===== src/rtl/gt_sar_search_4b.sv =====
// gt_sar_search_4b
// Successive-approximation controller that recovers an unknown 4-bit target
// by querying an external greater-than comparator. The block drives the
// comparator's in1 operand with a trial value and reads back gt, which is
// high when target > trial. The target is resolved MSB-first, one bit per
// cycle, over four search cycles.
//
// Ports:
//   clk    in   rising-edge clock
//   rst_n  in   asynchronous active-low reset
//   start  in   begin a search (accepted in IDLE or DONE only)
//   gt     in   comparator answer for the current guess (target > guess)
//   guess  out  [3:0] trial value for the comparator's in1
//   busy   out  high during the four search cycles
//   done   out  high for the single cycle in which result becomes valid
//   result out  [3:0] recovered target, held until the next search completes
module gt_sar_search_4b (
  input  logic       clk,
  input  logic       rst_n,
  input  logic       start,
  input  logic       gt,
  output logic [3:0] guess,
  output logic       busy,
  output logic       done,
  output logic [3:0] result
);

  typedef enum logic [1:0] {
    IDLE   = 2'd0,
    SEARCH = 2'd1,
    DONE   = 2'd2
  } state_t;

  state_t     state, state_nx;
  logic [1:0] idx, idx_nx;
  logic [3:0] acc, acc_nx;
  logic [3:0] result_nx;
  logic [3:0] cand;

  // Candidate value: bits already resolved plus the bit under test.
  function automatic logic [3:0] candidate(input logic [3:0] a, input logic [1:0] i);
    candidate = a | (4'b0001 << i);
  endfunction

  always_ff @(posedge clk or negedge rst_n) begin
    if (!rst_n) begin
      state  <= IDLE;
      idx    <= 2'd0;
      acc    <= 4'd0;
      result <= 4'd0;
    end else begin
      state  <= state_nx;
      idx    <= idx_nx;
      acc    <= acc_nx;
      result <= result_nx;
    end
  end

  always_comb begin
    state_nx  = state;
    idx_nx    = idx;
    acc_nx    = acc;
    result_nx = result;
    guess     = 4'd0;
    cand      = candidate(acc, idx);

    case (state)
      IDLE: begin
        if (start) begin
          state_nx = SEARCH;
          acc_nx   = 4'd0;
          idx_nx   = 2'd3;
        end
      end

      SEARCH: begin
        // Asking "target > cand-1" is the same as "target >= cand". cand is
        // never zero, so the subtraction cannot wrap.
        guess = cand - 4'd1;
        if (gt) begin
          acc_nx = cand;
        end
        if (idx != 2'd0) begin
          idx_nx = idx - 2'd1;
        end else begin
          state_nx  = DONE;
          // Include the bit resolved in this final cycle.
          result_nx = gt ? cand : acc;
        end
      end

      DONE: begin
        if (start) begin
          state_nx = SEARCH;
          acc_nx   = 4'd0;
          idx_nx   = 2'd3;
        end else begin
          state_nx = IDLE;
        end
      end

      default: begin
        state_nx = IDLE;
      end
    endcase
  end

  // Pure state decodes, so both are glitch-free and mutually exclusive.
  assign busy = (state == SEARCH);
  assign done = (state == DONE);

endmodule

===== config.mk =====
export PLATFORM = sky130hd
export DESIGN_NAME = gt_sar_search_4b
export DESIGN_NICKNAME = d
export VERILOG_FILES = /design/src/rtl/gt_sar_search_4b.sv
export SDC_FILE = /design/constraint.sdc
export NUM_CORES = 1
export LEC_CHECK = 0
export BUFFER_PORTS_ARGS = -buffer_cell sky130_fd_sc_hd__buf_4
export CAP_MARGIN = 20
export CELL_PAD_IN_SITES_DETAIL_PLACEMENT = 0
export CELL_PAD_IN_SITES_GLOBAL_PLACEMENT = 1
export CORE_MARGIN = 2
export CORE_UTILIZATION = 44
export CTS_BUF_LIST = sky130_fd_sc_hd__clkbuf_4
export DETAILED_ROUTE_END_ITERATION = 8
export GPL_TIMING_DRIVEN = 0
export HOLD_SLACK_MARGIN = 0.06
export PLACE_DENSITY_LB_ADDON = 0.1
export SLEW_MARGIN = 20
export SYNTH_ARGS = -nofsm -noshare
export SYNTH_HDL_FRONTEND = slang
export SYNTH_SLANG_ARGS = --single-unit

===== constraint.sdc =====
create_clock -name clk -period 2.3 [get_ports clk]
set_clock_uncertainty 0.15 [all_clocks]
set_input_delay 0 -clock clk [delete_from_list [all_inputs] [get_ports clk]]
set_output_delay 0 -clock clk [all_outputs]
set_load 0.01 [all_outputs]

### Word level (Yosys, flattened, before mapping)

Cells that the tools add are included.
Widths: inputs -> output; s select.

* bits in writable memories: 0
* register bits: 12
* input port bits: 4
* memories kept: 0
* output and inout bits: 10
* latch bits: 0
* bits in read-only memories: 0

* eq/ne operators: 6
* divide/modulo/power cells: 0
* bitwise operators: 2
* reductions and logical operators: 8
* multipliers: 0
* add/sub/neg operators: 2
* shifts and indexed selects: 1
* muxes and demuxes: 11
* order comparisons: 0

Operator list (number)
* $mux 4: 3
* $mux 2: 4
* $pmux 4 s2: 1
* $pmux 2 s3: 1
* $reduce_and 2->1: 3
* $ne 2x1->1 const B: 2
* $ne 2x2->1 const B: 2
* $or 4x4->4: 1
* $pmux 2 s2: 1
* $reduce_bool 2->1: 2
* $shl 1x2->4 const A: 1
* $sub 4x1->4 const B: 1
* $reduce_and 3->1: 1
* $eq 2x1->1 const B: 1
* $eq 2x2->1 const B: 1
* $logic_not 2->1: 1
* $reduce_or 2->1: 1
* $sub 2x1->2 const B: 1
* $mux 1: 1
* $not 1->1: 1

### Depth between registers and ports, before layout

* depth in word-level cells: 4
* gate-level depth with buffers: 7
* gate-level depth less buffers: 6

### Worst setup path after synthesis

No wires, ideal clock.

* path kind: flip-flop to flip-flop
* start: reg idx[0]
* end: reg idx[1]
* stages on the path, launching flop included: 6
* setup slack: 0.824 ns
* buffers on the path: 1
* arrival time: 1.244 ns
* library setup time: 0.082 ns
* clock period less this slack: 1.476 ns
* required time: 2.068 ns
* cell sequence: dfrtp_1 -> inv_1 -> ha_1 -> buf_4 -> or3_1 -> a31oi_1

* cells in the longest elaborated chain, start to end: 3
* elaborated cells between the ends (all ways): 6
* classes of those cells: add/sub (1); eq/ne (1); mux (2); reduce/logical (2)

RTL lines
* from (decl): line 35 `logic [1:0] idx, idx_nx;`
* from (signal assigned): line 53 `idx <= idx_nx;`
* $sub 2x1->2 / $reduce_bool 2->1 (equally long branches): line 84, 83
* $mux 2 / $ne 2x1->1 (equally long branches)
* $pmux 2 s2 / $reduce_and 3->1 (equally long branches)

Several ways; a longest one is shown, not always the timed one. The select of a mux whose other input is x is not followed.
A chain may end at the register's enable or synchronous reset.

### Worst setup path in the final report

* start: reg idx[0]
* end: out guess[2]

* cells in the longest elaborated chain, start to end: 4

RTL lines
* $shl 1x2->4: line 42 `candidate = a | (4'b0001 << i);`
* $or 4x4->4: line 42
* $sub 4x1->4: line 79 `guess = cand - 4'd1;`
* $mux 4: line 67 `case (state)`
* to (decl): line 22 `output logic [3:0] guess,`

Every way passes these cells.

==> flow_summary_export.csv <==
group,metric,value,unit
sta,max_slew_margin,63.6,%
worst_setup_path,cp.required,2.15,ns
yosys,yosys.area.top_type,"dfrtp_1",
yosys,synth.avg_cell_area,9.38,sq um
finish,syn2layout_area_growth,28.6,%
finish,fin_util,61.5,%
clock_network,clockBufferDepth,2,
yosys,synth.distinct_cells,23,
placement,pre_cts_slack,0.598,ns
drt,antenna_left,0,
drt,vias_per_cell,5.20,
yosys,synth.top_cell.area_share,47.1,%
floorplan,die_height,42.1,microns
finish,finalNonFillerCells,104,
worst_hold_path,min_path_type,"reg2reg",
clock_network,cts.sinks,12,
sta,hold_viol,0,
pwr,peakVddDrop,0.000718,V
grt,grt_overflow_total,0,
worst_setup_path,r2r-start,"idx[0]",
grt,track_usage,17.3,%
floorplan,die_x,42.1,microns
worst_setup_path,startpoint_type,"flip-flop",
yosys,yosys_warnings,0,
sta,setup_violations,0,
placement,gp_congestion,0.789,
sta,post-route-min-period,1.97,ns
finish,layout_commonest_cell,"buf_4",
drt,drt_iter0_drc,3,
placement,dpl_cell_area,754,sq um
drt,vias,541,
grt,grt_first_pass_wirelength,2.33,mm
worst_setup_path,critPathTopFamily,"flip-flops",
worst_setup_path,crit_path_end_kind,"primary output",
finish,fillers,122,
worst_hold_path,worst_hold_path.endpoint,"result[2]",
worst_hold_path,hold_start,"result[2]",
placement,portBuffers,13,
finish,nNetsFinal,99,
sta,worst_pin_slew,0.544,ns
sta,min_period_over_period,85.6,%
worst_setup_path,cp_slowest_stage_delay,0.41,ns
sta,slew_viol_final,0,
finish,layout_common_cells,"15 x buf_4, 12 x dfrtp_1, 9 x a21oi_1, 8 x nor2_1",
floorplan,dieArea,1770,sq um
finish,fin_area,821,sq um
worst_setup_path,worstSetupPathType,"reg2out",
worst_setup_path,path_cells,"inv_1 > ha_1 > buf_4 > nor2_2 > ha_1 > xor2_1 > nor2_1 > buf_4",
clock_network,path_clk_slew,0.08,ns
yosys,synth_seq_area_share,47.1,%
drt,dr.pass1.iters,2,
clock_network,htree_levels,1,
worst_setup_path,r2r_cells,5,
worst_setup_path,path_buf_inv,3,
drt,wl_per_cell,12.5,microns
worst_hold_path,hold-path-cell-count,2,
drt,drcViolationCount,0,
finish,n_antenna_cell,0,
clock_network,cts_tree,"yes",
yosys,synth_area,638,sq um
clock_network,root_buffer,"clkbuf_4",
placement,hpwl,965,microns
yosys,synthCells,68,
worst_setup_path,crit_fanout,8,
worst_setup_path,reg2reg_to,"idx[1]",
clock_network,insertion_delay,0.27,ns
run,drv_cap,0,
yosys,yosys_register_bits,12,
worst_setup_path,r2r_slack,0.70,ns
yosys,ys_top_cells_by_area,"dfrtp_1 47%, ha_1 9.8%, a21oi_1 7.1%, nor2_1 4.7%, o21ai_0 3.9%",
run_status,status,"finished clean",
floorplan,ioPinCount,14,
sta,setup_tns,0,ns
yosys,synth.net_count,77,
placement,place_inst,96,
clock_network,numCtsBuffers,3,
floorplan,core_area,1330,sq um
finish,drive_gt1_share,22.5,%
grt,grt_pass1_vias,527,
clock_network,ctsResizeCount,0,
floorplan,num_rows,13,
sta,max_freq,508,MHz
grt,grt_antenna_before_repair,0,
floorplan,start_util,47.8,%
worst_setup_path,critPathSlowestCell,"dfrtp_1",
grt,grt_max_degree,13,
worst_setup_path,arrival,1.82,ns
pwr,p_leak,0.411,nW
pwr,power_density,1540,nW/um^2
sta,rsz0062_at_grt,"no",
drt,drt_wl_total,1.30,mm
sta,setup_ws,0.332,ns
==> synthesized netlist by cell type <==
| library cell | number |
|---|---|
| o2111ai_1 | 1 |
| o21ai_1 | 1 |
| a31oi_1 | 1 |
| a21oi_1 | 9 |
| nand3b_1 | 1 |
| nor2_2 | 1 |
| nand2b_2 | 1 |
| nor2b_1 | 2 |
| ha_1 | 5 |
| o21a_1 | 1 |
| or3_1 | 2 |
| inv_1 | 5 |
| a32o_1 | 1 |
| and3_1 | 1 |
| buf_4 | 2 |
| nand2b_1 | 1 |
| o21ai_0 | 5 |
| a311o_1 | 1 |
| nor3_1 | 2 |
| xor2_1 | 1 |
| nor2_1 | 8 |
| nand2_1 | 4 |
| dfrtp_1 | 12 |
==> cells by family (layout without fill, tap and decap cells) <==
kind of cell	after synthesis	count (layout)	share of synthesized area, %
fa+ha+maj	5	5	9.80
simple gates	23	23	18.0
buf+inv	7	28	5.29
compound gates	20	20	18.4
flops	12	12	47.1
xor+xnor	1	1	1.37
==> worst max-delay path by stage <==
stage          startpoint       end  slack, ns  cells past startpoint
2_1_floorplan      idx[0]    idx[1]       0.82                      5
3_3_place_gp       idx[0]  guess[3]       0.67                      7
3_5_place_dp       idx[0]  guess[2]       0.60                      8
4_1_cts            idx[0]  guess[2]       0.31                      8
5_1_grt            idx[0]  guess[2]       0.22                      8
6_report           idx[0]  guess[2]       0.33                      8
==> timing repair <==
item / CTS / global route
endpoints found under the setup margin: 0 / 0
hold buffers: 4 / 0
endpoints found under the hold margin: 23 / 0
setup buffers: 0 / 0
==> worst min-delay path, delay by kind of cell (launching register included) <==
kind	cells	cell delay, ns
AOI/OAI and AO/OA	1	0.06
DFF	1	0.35
and+or+nand+nor	1	0.04
==> layout make-up <==
| class | count | area [sq um] | area share [%] |
|---|---|---|---|
| Buffer | 2 | 15.0 | 1.83 |
| Timing Repair Buffer | 17 | 138 | 16.8 |
| Clock buffer | 3 | 22.5 | 2.74 |
| Tap cell | 15 | 18.8 | 2.29 |
| Multi-Input combinational cell | 49 | 304 | 37.0 |
| Inverter | 5 | 18.8 | 2.29 |
| Clock inverter | 1 | 3.75 | 0.457 |
| Sequential cell | 12 | 300 | 36.6 |
==> where the power goes <==
part	total (mW)	internal (mW)	switching (mW)
Sequential	0.379	0.303	0.0753
Clock	0.134	0.0628	0.0713
Combinational	0.749	0.368	0.380
Total	1.26	0.734	0.527
==> per-stage QoR <==
stage	hold slack, ns	total power, mW
floorplan	-0.446	0.845
global placement	-0.303	1.11
detailed placement	-0.301	1.13
CTS	0.340	1.28
global route	0.385	1.38
finish	0.329	1.26
==> per-layer routing <==
layer | global-route usage, % | vias to the layer above | share of wire, %
met3 | 3.88 | 2 | 5.0
met2 | 28.1 | 11 | 45
met4 | 7.50 | 0 | 0.92
met1 | 22.2 | 250 | 49
li1 | - | 278 | -
met5 | 0 | - | 0
==> registers in the layout (all words and copies together), names as in the netlist <==
| register | count |
|---|---|
| idx | 2 |
| result | 4 |
| acc | 4 |
| state | 2 |
No activity file was read; power rests on OpenSTA's default activity.
